**src/rtl/dma_ctrl_pkg.sv**
```systemverilog
// Shared constants and state encoding for the resize-path DMA read/write controllers.
package dma_ctrl_pkg;

  typedef enum logic [2:0] {
    IDLE,
    WAIT_SPACE,
    REQ,
    BURST,
    NEXT
  } dma_state_e;

  localparam logic [15:0] BURST_LEN       = 16'd418;
  localparam int          LINES_PER_FRAME = 258;
  localparam logic [31:0] ADDR_BASE0      = 32'h3500_0000;
  localparam logic [31:0] ADDR_BASE1      = 32'h3600_0000;
  localparam int          FIFO_DEPTH      = 512;

  localparam logic [31:0] ADDR_INC     = {16'd0, BURST_LEN} << 3;
  // Highest FIFO occupancy that still leaves room for one whole burst.
  localparam logic [8:0]  SPACE_THRESH = 9'(FIFO_DEPTH - int'(BURST_LEN));
  localparam logic [8:0]  LAST_LINE    = 9'(LINES_PER_FRAME - 1);

endpackage

```
**src/rtl/dma_rd_addr_gen.sv**
```systemverilog
// Burst line counter and byte offset for the DMA read controller, with last-line flag.
module dma_rd_addr_gen
  import dma_ctrl_pkg::*;
(
  input  logic        ui_clk,
  input  logic        rst,
  input  logic        i_advance,
  input  logic        i_clear,
  output logic [31:0] o_addr_off,
  output logic        o_last
);

  logic [8:0]  r_line_cnt;
  logic [31:0] r_addr_off;

  always_ff @(posedge ui_clk) begin
    if (rst || i_clear) begin
      r_line_cnt <= '0;
      r_addr_off <= '0;
    end else if (i_advance) begin
      r_line_cnt <= r_line_cnt + 9'd1;
      r_addr_off <= r_addr_off + ADDR_INC;
    end
  end

  assign o_addr_off = r_addr_off;
  assign o_last     = (r_line_cnt == LAST_LINE);

endmodule

```
**src/rtl/dma_rd_control.sv**
```systemverilog
// Fetches one frame from DDR in fixed bursts into a downstream FIFO, ping-pong buffer select.
// Optional beat-count error checking is built when DMA_RD_BEAT_CHECK_EN is defined.
module dma_rd_control
  import dma_ctrl_pkg::*;
(
  input  logic        ui_clk,
  input  logic        rst,
  input  logic        start,
  input  logic        buf_sel,
  output logic        busy,
  output logic        frame_done,
  output logic        err,
  input  logic [8:0]  fifo_count,
  output logic        fifo_wr_en,
  output logic [63:0] fifo_wdata,
  output logic [31:0] dma_raddr,
  output logic        dma_rareq,
  input  logic        dma_rbusy,
  output logic [15:0] dma_rsize,
  input  logic [63:0] dma_rdata,
  input  logic        dma_rvalid,
  output logic        dma_rready
);

  dma_state_e  r_state;
  dma_state_e  w_state_nxt;
  logic        r_rareq;
  logic        r_busy;
  logic        r_buf_sel_q;
  logic        w_last;
  logic        w_advance;
  logic        w_clear;
  logic [31:0] w_addr_off;
  logic        w_rready;
  logic        w_wr_en;

  // NOTE: every variable driven here gets a default first so no path leaves it unassigned (no latch).
  always_comb begin
    w_state_nxt = r_state;
    case (r_state)
      IDLE:       if (start) w_state_nxt = WAIT_SPACE;
      WAIT_SPACE: if ((fifo_count <= SPACE_THRESH) && !dma_rbusy) w_state_nxt = REQ;
      REQ:        if (r_rareq && dma_rbusy) w_state_nxt = BURST;
      BURST:      if (!dma_rbusy) w_state_nxt = NEXT;
      NEXT:       w_state_nxt = w_last ? IDLE : WAIT_SPACE;
      default:    w_state_nxt = IDLE;
    endcase
  end

  // NOTE: sequential state uses non-blocking assignments so all registers update from pre-edge values.
  always_ff @(posedge ui_clk) begin
    if (rst) begin
      r_state <= IDLE;
      r_rareq <= 1'b0;
      r_busy  <= 1'b0;
    end else begin
      r_state <= w_state_nxt;
      r_rareq <= (w_state_nxt == REQ);
      if ((r_state == IDLE) && start)
        r_busy <= 1'b1;
      else if ((r_state == NEXT) && w_last)
        r_busy <= 1'b0;
    end
  end

  // NOTE: r_buf_sel_q needs no reset; it is always loaded on start before any address is used.
  always_ff @(posedge ui_clk) begin
    if ((r_state == IDLE) && start)
      r_buf_sel_q <= buf_sel;
  end

  assign w_advance = (r_state == NEXT) && !w_last;
  assign w_clear   = (r_state == NEXT) && w_last;

  dma_rd_addr_gen u_addr_gen (
    .ui_clk     (ui_clk),
    .rst        (rst),
    .i_advance  (w_advance),
    .i_clear    (w_clear),
    .o_addr_off (w_addr_off),
    .o_last     (w_last)
  );

  assign w_rready = (r_state == REQ) || (r_state == BURST);
  assign w_wr_en  = dma_rvalid && w_rready;

  assign dma_rready = w_rready;
  assign fifo_wr_en = w_wr_en;
  assign fifo_wdata = dma_rdata;
  assign dma_raddr  = (r_buf_sel_q ? ADDR_BASE1 : ADDR_BASE0) + w_addr_off;
  assign dma_rsize  = BURST_LEN;
  assign dma_rareq  = r_rareq;
  assign busy       = r_busy;
  // Asserted while in NEXT so a start in the same cycle is not yet accepted.
  assign frame_done = (r_state == NEXT) && w_last;

`ifdef DMA_RD_BEAT_CHECK_EN
  logic [15:0] r_beat_cnt;
  logic [15:0] w_beat_cnt_nxt;
  logic        r_err;

  assign w_beat_cnt_nxt = r_beat_cnt + {15'd0, w_wr_en};

  always_ff @(posedge ui_clk) begin
    if (rst) begin
      r_beat_cnt <= '0;
      r_err      <= 1'b0;
    end else begin
      if ((r_state == WAIT_SPACE) && (w_state_nxt == REQ))
        r_beat_cnt <= '0;
      else
        r_beat_cnt <= w_beat_cnt_nxt;
      // The closing cycle's own beat is included in the comparison.
      if ((r_state == BURST) && (w_state_nxt == NEXT) && (w_beat_cnt_nxt != BURST_LEN))
        r_err <= 1'b1;
    end
  end

  assign err = r_err;
`else
  assign err = 1'b0;
`endif

endmodule

```
**config.mk**
```make
export PLATFORM = sky130hd
export DESIGN_NAME = dma_rd_control
export DESIGN_NICKNAME = d
export VERILOG_FILES = /design/src/rtl/dma_ctrl_pkg.sv /design/src/rtl/dma_rd_addr_gen.sv /design/src/rtl/dma_rd_control.sv
export SDC_FILE = /design/constraint.sdc
export NUM_CORES = 1
export LEC_CHECK = 0
export ABC_AREA = 1
export BUFFER_PORTS_ARGS = -buffer_cell sky130_fd_sc_hd__clkbuf_2
export CORE_MARGIN = 5
export CORE_UTILIZATION = 40
export CTS_CLUSTER_SIZE = 16
export DETAILED_ROUTE_END_ITERATION = 8
export HOLD_SLACK_MARGIN = 0.12
export PLACE_DENSITY = 0.71
export SLEW_MARGIN = 20
export SYNTH_ARGS = -nofsm -noshare
export SYNTH_HDL_FRONTEND = slang
export SYNTH_SLANG_ARGS = --single-unit
```
**constraint.sdc**
```tcl
create_clock -name ui_clk -period 2 [get_ports ui_clk]
set_input_delay 0.1 -clock ui_clk [delete_from_list [all_inputs] [get_ports ui_clk]]
set_output_delay 0.1 -clock ui_clk [all_outputs]
set_load 0.02 [all_outputs]
```
* Word-level counts from Yosys, hierarchy flattened
Index checks and enable logic that the tools add are counted.
** Storage, ports and cells
- Register bits after elaboration :: 47
- Input bits :: 79
- Output and inout port bits :: 118
- Logic and storage cells :: 37
** Operators by class
- Add/sub/neg operators :: 3
- $lt $le $gt $ge :: 1
- Equal/unequal tests :: 6
- Mux-type cells :: 9
- Reduce and logical (&&, ||, !) cells :: 12
** Operators by type and width (count)
- $add A30 B32 Y32 :: 1
- $add A32 B12 Y32 const B :: 1
- $mux W26 :: 1
- $pmux W3 S5 :: 1
- $mux W3 :: 4
- $add A9 B1 Y9 const B :: 1
- $eq A3 B2 Y1 const B :: 3
- $eq A9 B9 Y1 const B :: 1
- $le A9 B7 Y1 const B :: 1
- $logic_and A1 B1 Y1 :: 6
- $eq A3 B1 Y1 const B :: 1
- $eq A3 B3 Y1 const B :: 1
- $logic_not A3 Y1 :: 1
- $mux W1 :: 3
- $logic_not A1 Y1 :: 2
- $logic_or A1 B1 Y1 :: 2
- $reduce_bool A2 Y1 :: 1

* Depth between registers and ports, before layout
- Depth after elaboration :: 5
- Mapped depth :: 12
- Depth with buffers taken out :: 11

* Cells and area by module
A second synthesis with hierarchy kept.
** Unflattened totals
- Cells, all modules :: 456
- Area, all modules :: 3049.2 µm²
** By module, submodules not included
- dma_rd_addr_gen :: times used 1, cells each 305, area an instance 1959.4 µm², sequential area each 740.7 µm²
- dma_rd_control :: times used 1, cells each 151, area an instance 1089.8 µm², sequential area each 130.1 µm²

* Worst setup path after synthesis
OpenSTA, ideal clock, no wires.
- Kind :: reg2out
- Start point :: register r_buf_sel_q
- End point :: output dma_raddr[30]
- Data arrival time :: 1.648 ns
- Required time :: 1.900 ns
- Setup slack :: 0.252 ns
- Cell stages (with the launch flop) :: 9
- Buffers on the path :: 0
- Path through :: edfxtp_1 -> inv_1 -> ha_1 -> inv_1 -> fa_1 -> nand2_1 -> nand2_1 -> nand3_1 -> xor2_1
** On the way
- Cells in the longest elaborated chain, start to end :: 2
** Ends and longest elaborated chain
- start: declaration :: RTL line dma_rd_control.sv:29 : logic r_buf_sel_q;
- start signal: assignment :: RTL line dma_rd_control.sv:69 : r_buf_sel_q <= buf_sel;
- $mux W26 :: RTL line dma_rd_control.sv:90 : assign dma_raddr = (r_buf_sel_q ? ADDR_BASE1 : ADDR_BASE0) + w_addr_off;
- $add A30 B32 Y32 :: RTL line dma_rd_control.sv:90
- end: declaration :: RTL line dma_rd_control.sv:16 : output logic [31:0] dma_raddr,
No other way between the ends.

* Final worst setup path
Ends and elaborated chain as after synthesis.

==> flow_metrics.py <==
metrics = {
    "outcome": {
        "outcome": "completed",
    },
    "clock_network": {
        "clkTransAtPathRegs_ns": 0.09,
        "clockRootBuffer": "clkbuf_8",
        "cts-buffers-inserted": 5,
        "clockBufferDepth": 2,
        "clock_sinks": 43,
        "clk_latency_ns": 0.30,
        "cts_tree": "built",
        "htree_levels": 2,
    },
    "sta": {
        "final-hold-violation-count": 0,
        "rsz0062_at_grt": "true",
        "setup_viol": 0,
        "timing.hold.ws_ns": 0.1470,
        "skew_ns": 0.007346,
        "report.final.slew_viol_count": 0,
        "min_period_ns": 1.938,
        "setup_slack_ns": 0.06166,
        "fmax_ghz": 0.5159,
        "finalCritPeriodShare_pct": 96.92,
    },
    "detailed_routing": {
        "drt_iter0_drc": 76,
        "antenna_left": 0,
        "wl_per_cell_um": 11.63,
        "drc": 0,
        "firstDrtPassIters": 4,
        "routed_via_density": 4.621,
        "vias": 2745,
        "drt_wl_total_um": 6911,
    },
    "min_path": {
        "hold_path.class": "in -> reg",
    },
    "power": {
        "peakVddDrop_mv": 0.3748,
        "powerDensity_mw_per_mm2": 521.0,
        "leakagePower_uw": 0.001504,
        "totalPowerFinal_uw": 1687,
    },
    "worst_setup_path": {
        "cp-start-kind": "register",
        "worst-path-max-fanout": 2,
        "end_kind": "output pin",
        "cpPeakStageDelay_ns": 0.42,
        "crit_chain": "inv_2, ha_4, inv_2, fa_2, nand2_2, nand2_2, nand3_2, xor2_1, buf_4",
        "critPathKind": "reg -> out",
        "critPathSlowestCell": "edfxtp_1",
        "cp.arrival_ns": 1.84,
        "required_ns": 1.90,
    },
    "cells_and_area": {
        "seqCellArea_um2": 872.1,
        "nNetsFinal": 570,
        "area.growth.synth_to_final_pct": -6.302,
        "layout-drive-gt1-share_pct": 18.93,
        "antenna_cells": 0,
        "nFillCells": 907,
        "multi_input_area_mm2": 0.001584,
        "fin_util_pct": 37.85,
        "finalNonFillerCells": 594,
    },
    "die": {
        "rows": 34,
        "die_w_um": 102.9,
        "initial_utilization_pct": 40.40,
        "die_h_um": 102.9,
        "ios": 197,
        "core-area_mm2": 0.008551,
        "die-area_mm2": 0.01059,
    },
    "synth": {
        "synth_area_per_cell_um2": 6.656,
        "syn_area_mm2": 0.003455,
        "synth_top_area_share_pct": 24.34,
        "synth_ff_type": "dfxtp_1",
        "synth-edff-count": 1,
        "synth_common_cells": "110 x nand2_1, 107 x buf_4, 61 x nor2_1",
        "ys_top_cells_by_area": "dfxtp_1 24%, buf_4 23%, nand2_1 12%",
        "synthCells": 519,
        "ys_seq_area_share_pct": 25.21,
        "ys_warn_count": 0,
        "ys_ff_latch": 43,
        "synth_most_common_cell": "nand2_1",
        "async_reset_ff_share_pct": 0,
        "synth_top_area_cell": "dfxtp_1",
        "synth_cell_type_count": 36,
    },
    "global_route": {
        "grt_pass1_vias": 2591,
        "grt_max_degree": 28,
        "antenna_found_initial": 0,
        "overflow": 0,
        "grt_pass1_wl_um": 11250,
        "grt.total_usage_pct": 12.93,
    },
    "place": {
        "io_buffers": 47,
        "gp_congestion": 0.8225,
        "dp.final_hpwl_um": 5327,
        "dp_cells": 582,
        "dpl_worst_slack_ns": 0.1943,
    },
    "run": {
        "drv_cap": 0,
    },
}
power by group:
| group | switching, uW | internal (uW) | leakage, uW | total, uW |
|---|---|---|---|---|
| clock network | 321 | 372 | 0.0000581 | 693 |
| registers | 5.43 | 865 | 0.000349 | 871 |
| logic | 88.3 | 34.7 | 0.00110 | 123 |
routing by layer:
| layer | track usage [%] | share of wire, % |
|---|---|---|
| met3 | 4.263 | 7.8 |
| met4 | 3.785 | 1.1 |
| met1 | 15.08 | 41 |
| met5 | 0 | 0 |
| met2 | 22.50 | 50 |
area by class of cell:
type / count / share of cell area [%]
Clock inverter: 3 / 1.353
Sequential cell: 43 / 26.94
Inverter: 62 / 7.267
Clock buffer: 5 / 2.126
Tap cell: 108 / 4.175
Timing Repair Buffer: 54 / 9.200
Multi-Input combinational cell: 319 / 48.94
critical path, delay by kind of cell, from the launching register on:
kind	cells	cell delay (ns)
flip-flops	1	0.42
buffers and inverters	3	0.28
adder cells (fa/ha/maj)	2	0.47
AND/OR/NAND/NOR	3	0.22
XOR/XNOR	1	0.14
metrics by stage:
stage,cell area [um2],setup TNS [ns]
after floorplan,3526,0
after global placement,3058,0
after detailed placement,3058,0
after CTS,3232,-0.01280
after global routing,3237,-0.08374
final,3237,0
flip-flops by register name (all words and copies together) (netlist names):
| signal | cells |
|---|---|
| busy | 1 |
| u_addr_gen.o_addr_off | 28 |
| dma_rareq | 1 |
| r_buf_sel_q | 1 |
| u_addr_gen.r_line_cnt | 9 |
| r_state | 3 |
worst paths after layout:
| kind | from | endpoint | slack, ns | cells after the start |
|---|---|---|---|---|
| max | r_buf_sel_q$_DFFE_PP_ | dma_raddr[30] | 0.06 | 9 |
| min | dma_rbusy | r_state[2]$_SDFF_PP0_ | 0.15 | 4 |
| max reg2reg | u_addr_gen.r_line_cnt[0]$_SDFFE_PP0P_ | dma_rareq$_SDFF_PP0_ | 0.32 | 9 |
| min reg2reg | u_addr_gen.o_addr_off[5]$_SDFFE_PP0P_ | u_addr_gen.o_addr_off[5]$_SDFFE_PP0P_ | 0.51 | 2 |
placed cells by master (no fill, tap or decap), types with 3 or more instances in the layout:
cell,synthesis,layout
nand4_1,15,15
o21ai_0,11,10
inv_1,55,53
inv_2,6,8
nor2_4,3,3
dfxtp_1,42,41
nand3_1,29,28
nand2_2,5,7
clkbuf_2,0,44
xor2_1,7,7
ha_1,5,4
a21oi_1,18,18
buf_4,107,7
clkbuf_8,0,5
nand2_1,110,108
nor3_1,15,15
conb_1,2,21
o21ai_1,2,3
nor2_1,61,61
cells by family after synthesis:
| family | share of synthesized area [%] |
|---|---|
| AOI/OAI and AO/OA | 5.650 |
| xor gates and xnor gates | 2.282 |
| adders and majority gates | 2.390 |
| buffers and inverters | 31.73 |
| DFF | 25.21 |
| other | 0.2174 |
| and+or+nand+nor | 32.52 |
repair_timing:
item	CTS	global route
gates cloned	0	0
buffers inserted	2	0
setup endpoints to repair	2	3
hold buffers	2	0
endpoints found under the hold margin	5	0
resized for setup	9	6
pin swaps	4	3
No activity file was read; power rests on OpenSTA's default activity.
